## src/rtl/axis_fifo_if.sv

```systemverilog
// rtl/axis_fifo_if.sv - AXI-Stream style interface ifc_axis carrying clk/rst plus one stream.
interface ifc_axis #(
  parameter int DATA_WIDTH = 8,
  parameter int KEEP_WIDTH = 1,
  parameter int USER_WIDTH = 1,
  parameter int ID_WIDTH   = 1,
  parameter int DEST_WIDTH = 1
) (
  input logic clk,
  input logic rst
);
  logic [DATA_WIDTH-1:0] tdata;
  logic [KEEP_WIDTH-1:0] tkeep;
  logic                  tlast;
  logic [ID_WIDTH-1:0]   tid;
  logic [DEST_WIDTH-1:0] tdest;
  logic [USER_WIDTH-1:0] tuser;
  logic                  tvalid;
  logic                  tready;

  modport sink (
    input  clk, rst, tdata, tkeep, tlast, tid, tdest, tuser, tvalid,
    output tready
  );

  modport source (
    input  tready,
    output tdata, tkeep, tlast, tid, tdest, tuser, tvalid
  );
endinterface

```

## src/rtl/axis_fifo.sv

```systemverilog
// rtl/axis_fifo.sv - first-word-fall-through AXI-Stream FIFO with optional sideband storage.
// Define AXIS_FIFO_STATUS_EN to add status_count/status_full/status_empty outputs.
module axis_fifo #(
  parameter int DATA_WIDTH  = 8,
  parameter int DEPTH       = 16,
  parameter int KEEP_ENABLE = 0,
  parameter int KEEP_WIDTH  = 1,
  parameter int LAST_ENABLE = 1,
  parameter int ID_ENABLE   = 0,
  parameter int ID_WIDTH    = 1,
  parameter int DEST_ENABLE = 0,
  parameter int DEST_WIDTH  = 1,
  parameter int USER_ENABLE = 0,
  parameter int USER_WIDTH  = 1
) (
  ifc_axis.sink   s_axis_ifc,
  ifc_axis.source m_axis_ifc
`ifdef AXIS_FIFO_STATUS_EN
  ,
  output logic [$clog2(DEPTH):0] status_count,
  output logic                   status_full,
  output logic                   status_empty
`endif
);
  localparam int AW = $clog2(DEPTH);
  localparam int KO = DATA_WIDTH;
  localparam int LO = KO + KEEP_WIDTH;
  localparam int IO = LO + 1;
  localparam int DO = IO + ID_WIDTH;
  localparam int UO = DO + DEST_WIDTH;
  localparam int WW = UO + USER_WIDTH;

  logic clk;
  logic rst;
  assign clk = s_axis_ifc.clk;
  assign rst = s_axis_ifc.rst;

  logic [AW:0]   wr_ptr_q, wr_ptr_d, rd_ptr_q, rd_ptr_d;
  logic [WW-1:0] mem_q [DEPTH];
  logic [WW-1:0] wr_word, rd_word;
  logic          full, empty, s_ready, m_valid, wr_en, rd_en;

  // Extra pointer MSB distinguishes full (MSBs differ) from empty (pointers equal).
  assign full    = (wr_ptr_q[AW] != rd_ptr_q[AW]) && (wr_ptr_q[AW-1:0] == rd_ptr_q[AW-1:0]);
  assign empty   = (wr_ptr_q == rd_ptr_q);
  assign s_ready = !full && !rst;
  assign m_valid = !empty && !rst;
  assign wr_en   = s_axis_ifc.tvalid && s_ready;
  assign rd_en   = m_valid && m_axis_ifc.tready;

  assign s_axis_ifc.tready = s_ready;
  assign m_axis_ifc.tvalid = m_valid;

  always_comb begin
    wr_ptr_d = wr_ptr_q + (AW+1)'(wr_en);
    rd_ptr_d = rd_ptr_q + (AW+1)'(rd_en);
  end

  always_ff @(posedge clk) begin
    if (rst) begin
      wr_ptr_q <= '0;
      rd_ptr_q <= '0;
    end else begin
      wr_ptr_q <= wr_ptr_d;
      rd_ptr_q <= rd_ptr_d;
    end
  end

  assign wr_word = {s_axis_ifc.tuser, s_axis_ifc.tdest, s_axis_ifc.tid,
                    s_axis_ifc.tlast, s_axis_ifc.tkeep, s_axis_ifc.tdata};

  // Storage needs no reset; disabled fields are never observed and get pruned.
  always_ff @(posedge clk) begin
    if (wr_en) begin
      mem_q[wr_ptr_q[AW-1:0]] <= wr_word;
    end
  end

  assign rd_word = mem_q[rd_ptr_q[AW-1:0]];

  assign m_axis_ifc.tdata = rd_word[DATA_WIDTH-1:0];
  assign m_axis_ifc.tkeep = (KEEP_ENABLE != 0) ? rd_word[KO +: KEEP_WIDTH] : {KEEP_WIDTH{1'b1}};
  assign m_axis_ifc.tlast = (LAST_ENABLE != 0) ? rd_word[LO] : 1'b1;
  assign m_axis_ifc.tid   = (ID_ENABLE != 0)   ? rd_word[IO +: ID_WIDTH]   : '0;
  assign m_axis_ifc.tdest = (DEST_ENABLE != 0) ? rd_word[DO +: DEST_WIDTH] : '0;
  assign m_axis_ifc.tuser = (USER_ENABLE != 0) ? rd_word[UO +: USER_WIDTH] : '0;

`ifdef AXIS_FIFO_STATUS_EN
  logic [AW:0] count_q, count_d;

  always_comb begin
    count_d = count_q + (AW+1)'(wr_en) - (AW+1)'(rd_en);
  end

  always_ff @(posedge clk) begin
    if (rst) begin
      count_q <= '0;
    end else begin
      count_q <= count_d;
    end
  end

  assign status_count = rst ? '0 : count_q;
  assign status_full  = !rst && (count_q == (AW+1)'(DEPTH));
  assign status_empty = rst || (count_q == '0);
`endif
endmodule

```

## src/flat_wrapper.sv

```systemverilog
// flat-port wrapper written by rule: the top's interface ports become plain ports
module axis_fifo_flat 
#(
  parameter int DATA_WIDTH  = 8,
  parameter int DEPTH       = 16,
  parameter int KEEP_ENABLE = 0,
  parameter int KEEP_WIDTH  = 1,
  parameter int LAST_ENABLE = 1,
  parameter int ID_ENABLE   = 0,
  parameter int ID_WIDTH    = 1,
  parameter int DEST_ENABLE = 0,
  parameter int DEST_WIDTH  = 1,
  parameter int USER_ENABLE = 0,
  parameter int USER_WIDTH  = 1
)
  (clk, rst, s_axis_ifc_tdata, s_axis_ifc_tkeep, s_axis_ifc_tlast, s_axis_ifc_tid, s_axis_ifc_tdest, s_axis_ifc_tuser, s_axis_ifc_tvalid, s_axis_ifc_tready, m_axis_ifc_tready, m_axis_ifc_tdata, m_axis_ifc_tkeep, m_axis_ifc_tlast, m_axis_ifc_tid, m_axis_ifc_tdest, m_axis_ifc_tuser, m_axis_ifc_tvalid);
  ifc_axis #(.DATA_WIDTH(DATA_WIDTH), .KEEP_WIDTH(KEEP_WIDTH), .USER_WIDTH(USER_WIDTH), .ID_WIDTH(ID_WIDTH), .DEST_WIDTH(DEST_WIDTH)) s_axis_ifc_i (.clk(clk), .rst(rst));
  ifc_axis #(.DATA_WIDTH(DATA_WIDTH), .KEEP_WIDTH(KEEP_WIDTH), .USER_WIDTH(USER_WIDTH), .ID_WIDTH(ID_WIDTH), .DEST_WIDTH(DEST_WIDTH)) m_axis_ifc_i (.clk(clk), .rst(rst));
  input wire logic clk;
  input wire logic rst;
  input wire logic [$bits(s_axis_ifc_i.tdata)-1:0] s_axis_ifc_tdata;
  input wire logic [$bits(s_axis_ifc_i.tkeep)-1:0] s_axis_ifc_tkeep;
  input wire logic [$bits(s_axis_ifc_i.tlast)-1:0] s_axis_ifc_tlast;
  input wire logic [$bits(s_axis_ifc_i.tid)-1:0] s_axis_ifc_tid;
  input wire logic [$bits(s_axis_ifc_i.tdest)-1:0] s_axis_ifc_tdest;
  input wire logic [$bits(s_axis_ifc_i.tuser)-1:0] s_axis_ifc_tuser;
  input wire logic [$bits(s_axis_ifc_i.tvalid)-1:0] s_axis_ifc_tvalid;
  output wire logic [$bits(s_axis_ifc_i.tready)-1:0] s_axis_ifc_tready;
  input wire logic [$bits(m_axis_ifc_i.tready)-1:0] m_axis_ifc_tready;
  output wire logic [$bits(m_axis_ifc_i.tdata)-1:0] m_axis_ifc_tdata;
  output wire logic [$bits(m_axis_ifc_i.tkeep)-1:0] m_axis_ifc_tkeep;
  output wire logic [$bits(m_axis_ifc_i.tlast)-1:0] m_axis_ifc_tlast;
  output wire logic [$bits(m_axis_ifc_i.tid)-1:0] m_axis_ifc_tid;
  output wire logic [$bits(m_axis_ifc_i.tdest)-1:0] m_axis_ifc_tdest;
  output wire logic [$bits(m_axis_ifc_i.tuser)-1:0] m_axis_ifc_tuser;
  output wire logic [$bits(m_axis_ifc_i.tvalid)-1:0] m_axis_ifc_tvalid;
  assign s_axis_ifc_i.tdata = s_axis_ifc_tdata;
  assign s_axis_ifc_i.tkeep = s_axis_ifc_tkeep;
  assign s_axis_ifc_i.tlast = s_axis_ifc_tlast;
  assign s_axis_ifc_i.tid = s_axis_ifc_tid;
  assign s_axis_ifc_i.tdest = s_axis_ifc_tdest;
  assign s_axis_ifc_i.tuser = s_axis_ifc_tuser;
  assign s_axis_ifc_i.tvalid = s_axis_ifc_tvalid;
  assign s_axis_ifc_tready = s_axis_ifc_i.tready;
  assign m_axis_ifc_i.tready = m_axis_ifc_tready;
  assign m_axis_ifc_tdata = m_axis_ifc_i.tdata;
  assign m_axis_ifc_tkeep = m_axis_ifc_i.tkeep;
  assign m_axis_ifc_tlast = m_axis_ifc_i.tlast;
  assign m_axis_ifc_tid = m_axis_ifc_i.tid;
  assign m_axis_ifc_tdest = m_axis_ifc_i.tdest;
  assign m_axis_ifc_tuser = m_axis_ifc_i.tuser;
  assign m_axis_ifc_tvalid = m_axis_ifc_i.tvalid;
  axis_fifo #(.DATA_WIDTH(DATA_WIDTH), .DEPTH(DEPTH), .KEEP_ENABLE(KEEP_ENABLE), .KEEP_WIDTH(KEEP_WIDTH), .LAST_ENABLE(LAST_ENABLE), .ID_ENABLE(ID_ENABLE), .ID_WIDTH(ID_WIDTH), .DEST_ENABLE(DEST_ENABLE), .DEST_WIDTH(DEST_WIDTH), .USER_ENABLE(USER_ENABLE), .USER_WIDTH(USER_WIDTH)) u_core (.s_axis_ifc(s_axis_ifc_i), .m_axis_ifc(m_axis_ifc_i));
endmodule
```

## config.mk

```make
export PLATFORM = sky130hd
export DESIGN_NAME = axis_fifo_flat
export DESIGN_NICKNAME = d
export VERILOG_FILES = /design/src/rtl/axis_fifo_if.sv /design/src/rtl/axis_fifo.sv /design/src/flat_wrapper.sv
export SDC_FILE = /design/constraint.sdc
export NUM_CORES = 1
export LEC_CHECK = 0
export CAP_MARGIN = 20
export CELL_PAD_IN_SITES_DETAIL_PLACEMENT = 1
export CELL_PAD_IN_SITES_GLOBAL_PLACEMENT = 2
export CORE_MARGIN = 1
export CORE_UTILIZATION = 45
export CTS_CLUSTER_SIZE = 30
export DETAILED_ROUTE_END_ITERATION = 10
export GPL_TIMING_DRIVEN = 0
export PLACE_DENSITY = 0.84
export SLEW_MARGIN = 25
export SYNTH_ARGS = -nofsm -noshare
export SYNTH_HDL_FRONTEND = slang
export SYNTH_SLANG_ARGS = --single-unit
```

## constraint.sdc

```tcl
create_clock -name clk -period 3.9 [get_ports clk]
set_input_delay 0.39 -clock clk [delete_from_list [all_inputs] [get_ports clk]]
set_output_delay 0.39 -clock clk [all_outputs]
set_load 0.02 [all_outputs]
```

[Word level (Yosys, flattened, before mapping)]
Memory sizes are Yosys's and may differ from the RTL's. A register that Yosys moved wholly into a read port is not among the register bits.
Cells that the tools add are included.
Word-level totals
  word-level logic and storage cells: 19
  memories kept: 1
  bits in writable memories: 208
  flip-flop bits (word level): 10
  input port bits: 17
  output and inout port bits: 15
Memories
  u_core.mem_q: depth 16, bits a word 13, rd ports 1, clocked after memory_dff 1, wr ports 1, RTL line axis_fifo.sv:39  | logic [WW-1:0] mem_q [DEPTH];
Cells by class
  add/sub/neg operators: 2
  reduce and logical (&&, ||, !) cells: 8
  mux-type cells: 3
  equality and inequality tests: 3
Operator list (number)
  adder 5 x 1 -> 5 bit: 2
  equality test 5 bit: 1
  logical AND 1 bit: 5
  equality test 4 bit: 1
  two-way mux 4 bit: 1
  zero test 1 bit: 3
  two-way mux 1 bit: 2
  inequality test 1 bit: 1

[Depth between registers and ports, before layout]
Gate-level depths: netlist of run 1.
  depth after elaboration: 7
  mapped depth: 10
  gate-level depth less buffers: 8

[Least setup slack after synthesis of run 1]
No wires, ideal clock.
  kind: register -> register
  start point: reg u_core.rd_ptr_q[0]
  end point: mem u_core.mem_q[13][0] (netlist bit), enable pin
  clock period less this slack: 2.501 ns
  path buffers: 2
  slack: 1.399 ns
  setup time: 0.407 ns
  data required time: 3.493 ns
  arrival time: 2.095 ns
  cell stages (with the launch flop): 6
  path through: dfxtp_1 -> buf_6 -> xor2_1 -> nor4_2 -> buf_6 -> a2111oi_1
Between the ends
  word-level cells in the longest chain between the ends: 7
RTL lines
  start: declaration: RTL line axis_fifo.sv:38  | logic [AW:0] wr_ptr_q, wr_ptr_d, rd_ptr_q, rd_ptr_d;
  start signal: assignment: RTL line axis_fifo.sv:65  | rd_ptr_q <= rd_ptr_d;
  equality test 4 bit: RTL line axis_fifo.sv:44  | assign full = (wr_ptr_q[AW] != rd_ptr_q[AW]) && (wr_ptr_q[AW-1:0] == rd_ptr_q[AW-1:0]);
  logical AND 1 bit: RTL line axis_fifo.sv:44
  zero test 1 bit: RTL line axis_fifo.sv:46  | assign s_ready = !full && !rst;
  logical AND 1 bit: RTL line axis_fifo.sv:46
  logical AND 1 bit: RTL line axis_fifo.sv:48  | assign wr_en = s_axis_ifc.tvalid && s_ready;
  two-way mux 1 bit: RTL line axis_fifo.sv:74  | if (wr_en) begin
  two-way mux 1 bit (not written as such): RTL line axis_fifo.sv:75  | mem_q[wr_ptr_q[AW-1:0]] <= wr_word;
  end: declaration: RTL line axis_fifo.sv:39
No other way between the ends.

==> results of run 1 <==
sequential cells by signal, indices dropped and copies added (netlist names):
signal	cells
u_core.wr_ptr_q	5
u_core.rd_ptr_q	5
u_core.mem_q	144
synth_stat cells:
library cell and instances:
a2111oi_1 5, a2111oi_2 3, a211oi_1 8, a21oi_1 4, a22oi_1 18, and2_1 1, buf_1 2, buf_2 8
buf_4 5, buf_6 4, clkbuf_1 3, conb_1 2, dfxtp_1 10, edfxtp_1 144, ha_1 4, inv_1 2
mux4_2 36, nand2_1 11, nand2b_1 4, nand3_1 4, nand4b_1 1, nor2_1 7, nor2b_1 6, nor4_2 1
or2_2 1, or3_1 2, xnor2_1 3, xor2_1 7, xor2_2 1
power by group through the flow:
stage          Combinational, W  Clock [W]  Sequential (W)
6_report               0.000209    0.00177         0.00182
5_1_grt                0.000225    0.00184         0.00182
4_1_cts                0.000213    0.00179         0.00182
3_5_place_dp           0.000211          0         0.00186
3_3_place_gp           0.000191          0         0.00186
2_1_floorplan          0.000119          0         0.00186
final timing paths:
path                                 startpoint                       endpoint  cells past startpoint
setup / recovery  u_core.rd_ptr_q[1]$_SDFF_PP0_               m_axis_ifc_tlast                      6
hold / removal    u_core.rd_ptr_q[4]$_SDFF_PP0_  u_core.rd_ptr_q[4]$_SDFF_PP0_                      2
setup reg to reg  u_core.wr_ptr_q[4]$_SDFF_PP0_  u_core.wr_ptr_q[4]$_SDFF_PP0_                      8
hold reg to reg   u_core.rd_ptr_q[4]$_SDFF_PP0_  u_core.rd_ptr_q[4]$_SDFF_PP0_                      2
tightest hold or removal path, stage by stage, from the launching register on:
cell     delay, ns
dfxtp_1       0.38
xor2_1        0.08
nor2_1        0.07
per-stage QoR:
stage | power [W] | instance area, sq um | cells | hold slack [ns]
final | 0.003801 | 7452 | 557 | 0.5629
after global routing | 0.003885 | 7452 | 557 | 0.5941
after CTS | 0.003823 | 7452 | 557 | 0.5727
after detailed placement | 0.002069 | 6820 | 525 | 0.5548
after global placement | 0.002048 | 6610 | 508 | 0.5538
after floorplan | 0.001974 | 6160 | 309 | 0.4616
kinds of logic after synthesis:
logic type	count (synthesis)	synth area share
AND/OR/NAND/NOR	38	0.03193
other	2	0.001221
AO/OA/AOI/OAI	38	0.05044
XOR/XNOR	11	0.01688
flip-flops	154	0.7354
buffers and inverters	24	0.02420
adder cells (fa/ha/maj)	4	0.008135
multiplexers	36	0.1318
per-layer routing:
layer | track usage | wire, microns | vias to the layer above
li1 | - | - | 1383
met1 | 0.2740 | 5894 | 1721
met2 | 0.3772 | 7506 | 78
met3 | 0.04981 | 513 | 22
met4 | 0.08940 | 274 | 0
met5 | 0 | 0 | -
final cells by class:
cell class | count | area [sq um]
Multi-Input combinational cell | 131 | 1589
Inverter | 2 | 7.507
Clock buffer | 18 | 429.2
Fill cell | 1155 | 5843
Tap cell | 176 | 220.2
Timing Repair Buffer | 40 | 337.8
Clock inverter | 14 | 202.7
Sequential cell | 154 | 4524
Buffer | 22 | 141.4
==> results.sh, run 1 <==
export IMPL_slew_headroom=0.3602
export IMPL_status="completed"
export IMPL_p_sw_w=0.0007684
export IMPL_cp_arrival_ns=2.86
export IMPL_fp_dieArea_sq_um=14140
export IMPL_swShare=0.2022
export IMPL_peakVddDrop_uv=319.7
export IMPL_cellPowerDensity_nw_per_um2=510.0
export IMPL_r2r_slack_ns=1.22
export IMPL_grt_max_degree=17
export IMPL_final_common_cell="edfxtp_1"
export IMPL_syn_inst=307
export IMPL_clk_insertion_delay_late_ns=0.43
export IMPL_grt_antenna_before_repair=0
export IMPL_drtAntennaViolNets=0
export IMPL_grt_pass1_vias=3533
export IMPL_maxCapViolCount=0
export IMPL_cp_max_fo=10
export IMPL_cts_made_buffers=17
export IMPL_post_dp_hpwl_microns=9430
export IMPL_rsz0062_at_grt="no"
export IMPL_synth_seq_cells=154
export IMPL_grt_usage=0.2213
export IMPL_combPwrFrac=0.055
export IMPL_report_final_slew_viol_count=0
export IMPL_fin_crit_sh=0.8340
export IMPL_startpoint_type="flip-flop"
export IMPL_final_nets=389
export IMPL_diodes=0
export IMPL_io_buffers=23
export IMPL_place_ws_ns=0.8280
export IMPL_clock_path_buffers=2
export IMPL_drt_first_pass_iters=4
export IMPL_area_growth_pct=21.13
export IMPL_coreArea_sq_um=13300
export IMPL_finalClockSkew_ns=0.008422
export IMPL_path_buf_inv=3
export IMPL_htree_levels=4
export IMPL_chipHeight_microns=118.9
export IMPL_yosys_area_top_type_share=0.7029
export IMPL_setup_ws_ns=0.6473
export IMPL_fin_util=0.5605
export IMPL_drcViolationCount=0
export IMPL_critPathTopFamily="buffers and inverters"
export IMPL_synthDistinctLibCells=29
export IMPL_p_leak_nw=2.388
export IMPL_layout_common_cells="edfxtp_1 (144), mux4_2 (36), clkdlybuf4s50_1 (23), a22oi_1 (18), clkbuf_16 (17)"
export IMPL_hold_buffers=0
export IMPL_clock_power_share=0.465
export IMPL_slowest_delay_ns=0.55
export IMPL_crit_slowest_cell="clkdlybuf4s50_1"
export IMPL_fp_dieW_microns=118.9
export IMPL_syn_area_sq_um=6152
export IMPL_hold_viol_final=0
export IMPL_fp_row_count=42
export IMPL_tightest_slew_ns=0.9597
export IMPL_clk_pin_slew_ns=0.06
export IMPL_setup_viol=0
export IMPL_ctsResizeCount=0
export IMPL_grt_pass1_wl_microns=21880
export IMPL_max_freq_mhz=307.4
export IMPL_synth_largest_area_cell="edfxtp_1"
export IMPL_seqPwrFrac=0.480
export IMPL_hp_class="reg -> reg"
export IMPL_routed_wl_microns=14190
export IMPL_syn_avg_cell_area_sq_um=20.04
export IMPL_drive_gt1_frac=0.3097
export IMPL_layout_min_cycle_time_ns=3.253
export IMPL_endpoint_kind="output port"
export IMPL_initial_core_util=0.4627
export IMPL_worstPathRequired_ns=3.51
export IMPL_dr_first_iter_drc_count=367
export IMPL_root_buffer="clkbuf_16"
export IMPL_wl_per_cell_microns=25.47
export IMPL_synth_area_leaders="edfxtp_1 (70%), mux4_2 (13%), dfxtp_1 (3.3%)"
export IMPL_fin_setup_tns_ns=0
export IMPL_cts_setup_buffers=0
export IMPL_pin_count=32
export IMPL_ys_seq_area_frac=0.7354
export IMPL_vias=3204
export IMPL_grt_overflow=0
export IMPL_cts_tree="yes"
export IMPL_path_class="reg -> out"
export IMPL_clkSinkCount=154
export IMPL_drt_vias_per_instance=5.752
export IMPL_gp_congestion=0.7621
export IMPL_p_int_w=0.003032
export IMPL_cp_common_cell="buf_2"
export IMPL_cp_cell_sequence="buf_2 > buf_2 > mux4_2 > a22oi_1 > nand2_1 > clkdlybuf4s50_1"
export IMPL_synth_warnings=0
Note: power is estimated with default switching activity, not from simulation.
==> inputs of run 2 (changes only) <==
- clock period: 3.9 -> 3.1 ns (I/O delays scaled with it)
==> results.sh, run 2 (synthesis results as in run 1) <==
export IMPL_status="completed"
export IMPL_grt_met1_usage=0.2747
export IMPL_grtUsageMet3=0.05029
export IMPL_final_common_cell="edfxtp_1"
export IMPL_routed_wl_microns=14150
export IMPL_report_final_slew_viol_count=0
export IMPL_htree_levels=4
export IMPL_clk_pin_slew_ns=0.06
export IMPL_cp_common_cell="buf_6"
export IMPL_min_to="u_core.rd_ptr_q[0]$_SDFF_PP0_"
export IMPL_drtAntennaViolNets=0
export IMPL_top_usage_layer="met2"
export IMPL_root_buffer="clkbuf_16"
export IMPL_peakVddDrop_uv=386.7
export IMPL_grt_pass1_vias=3548
export IMPL_drive_gt1_frac=0.3176
export IMPL_grt_usage=0.2215
export IMPL_clk_insertion_delay_late_ns=0.42
export IMPL_n_fill_cell=1146
export IMPL_setup_ws_ns=0.1536
export IMPL_cp_cell_sequence="buf_6 > buf_6 > mux4_2 > a22oi_1 > nand2_1 > clkdlybuf4s50_1"
export IMPL_multiInputGateArea_sq_um=1613
export IMPL_place_area_sq_um=6820
export IMPL_cts_setup_buffers=0
export IMPL_initial_core_util=0.4627
export IMPL_layout_min_cycle_time_ns=2.946
export IMPL_cellPowerDensity_nw_per_um2=636.6
export IMPL_fp_row_count=42
export IMPL_slew_headroom=0.3421
export IMPL_r2r_end="u_core.wr_ptr_q[4]$_SDFF_PP0_"
export IMPL_vias=3200
export IMPL_use_met2=0.3754
export IMPL_rsz0062_at_grt="no"
export IMPL_drt_first_pass_iters=4
export IMPL_chipHeight_microns=118.9
export IMPL_gp_congestion=0.7621
export IMPL_drcViolationCount=0
export IMPL_grt_pass1_wl_microns=21880
export IMPL_io_buffers=23
export IMPL_cp_arrival_ns=2.64
export IMPL_seqCellArea_sq_um=4524
export IMPL_power_w=0.004772
export IMPL_drt_vias_per_instance=5.745
export IMPL_dr_first_iter_drc_count=337
export IMPL_worstHoldStart="rst"
export IMPL_hold_viol_final=0
export IMPL_layout_common_cells="edfxtp_1 (144), mux4_2 (36), clkdlybuf4s50_1 (22), buf_4 (17), clkbuf_16 (17)"
export IMPL_fin_crit_sh=0.9505
export IMPL_slowest_delay_ns=0.55
export IMPL_p_leak_nw=2.402
export IMPL_stdcell_area_sq_um=7496
export IMPL_cp_max_fo=10
export IMPL_tightest_slew_ns=0.9868
export IMPL_grt_max_degree=17
export IMPL_worstPathRequired_ns=2.79
export IMPL_grt_antenna_before_repair=0
export IMPL_place_inst=525
export IMPL_diodes=0
export IMPL_stdcell_count=557
export IMPL_max_freq_mhz=339.4
export IMPL_clkSinkCount=154
export IMPL_hp_class="in -> reg"
export IMPL_maxCapViolCount=0
export IMPL_startpoint_type="flip-flop"
export IMPL_final_nets=389
export IMPL_cts_made_buffers=17
export IMPL_fin_util=0.5638
export IMPL_endpoint_kind="output port"
export IMPL_place_ws_ns=0.1080
export IMPL_crit_slowest_cell="clkdlybuf4s50_1"
export IMPL_setup_viol=0
export IMPL_regToRegStartpoint="u_core.wr_ptr_q[4]$_SDFF_PP0_"
export IMPL_grt_overflow=0
export IMPL_largest_reg_flops=144
export IMPL_area_growth_pct=21.84
export IMPL_r2r_slack_ns=0.55
export IMPL_pin_count=32
export IMPL_cts_tree="yes"
export IMPL_clock_path_buffers=2
export IMPL_fp_dieArea_sq_um=14140
export IMPL_finalClockSkew_ns=0.004498
export IMPL_wl_per_cell_microns=25.41
export IMPL_worst_r2r_path_depth=8
export IMPL_hold_depth=2
export IMPL_coreArea_sq_um=13300
export IMPL_hold_buffers=0
export IMPL_fp_dieW_microns=118.9
export IMPL_path_class="reg -> out"
export IMPL_post_dp_hpwl_microns=9430
==> run 2: cell types whose count changed in the layout (fill, tap and decap cells not counted), sizes merged <==
cell	before	now
dlymetal6s2s	0	1
clkdlybuf4s50	23	22
==> run 2: stage by stage <==
step / hold WS [ns] / TNS, ns
2_1_floorplan: 0.3816 / 0
3_3_place_gp: 0.5538 / -31.14
3_5_place_dp: 0.5548 / 0
4_1_cts: 0.5339 / 0
5_1_grt: 0.5885 / 0
6_report: 0.5372 / 0
==> run 2: routing by layer <==
layer / vias up / wire (microns)
met1: 1722 / 5832
met4: 0 / 258
met5: - / 0
met3: 22 / 554
li1: 1386 / -
met2: 70 / 7508
==> run 2: area by class of cell <==
type / count / area share
plain buffers: 22 / 0.02120
clock buffers: 18 / 0.05725
clock inverters: 14 / 0.02704
inverters: 2 / 0.001002
multi-input cells: 131 / 0.2152
flip-flops and latches: 154 / 0.6036
well taps: 176 / 0.02938
repair buffers: 40 / 0.04540
==> run 2: how the worst max path moves through the flow <==
stage | from | to | slack [ns] | depth (start not counted)
floorplan | u_core.rd_ptr_q[0]$_SDFF_PP0_ | u_core.mem_q[13][0]$_DFFE_PP_ | 0.60 | 5
global placement | rst | u_core.mem_q[1][5]$_DFFE_PP_ | -0.55 | 3
detailed placement | rst | u_core.mem_q[8][5]$_DFFE_PP_ | 0.11 | 4
CTS | u_core.rd_ptr_q[0]$_SDFF_PP0_ | m_axis_ifc_tdata[3] | 0.05 | 6
global route | u_core.rd_ptr_q[0]$_SDFF_PP0_ | m_axis_ifc_tdata[5] | 0.02 | 6
finish | u_core.rd_ptr_q[0]$_SDFF_PP0_ | m_axis_ifc_tdata[5] | 0.15 | 6
==> run 2: critical path, delay by kind of cell, from the launching register on <==
| family | cells | cell delay [ns] |
|---|---|---|
| buf+inv | 3 | 1.00 |
| simple gates | 1 | 0.10 |
| flops | 1 | 0.34 |
| mux | 1 | 0.53 |
| compound gates | 1 | 0.25 |
==> run 2: what timing repair did <==
action | 4_1_cts | 5_1_grt
hold endpoints to repair | 0 | 0
resized for setup | 7 | 4
endpoints found under the setup margin | 7 | 3
==> run 2: where the power goes <==
group / leakage (nW) / switching [W] / total [W] / internal, W
sequential: 1.38 / 0.00000753 / 0.00229 / 0.00229
combinational: 0.727 / 0.000150 / 0.000266 / 0.000116
clock: 0.297 / 0.000798 / 0.00221 / 0.00142
total: 2.40 / 0.000955 / 0.00477 / 0.00382
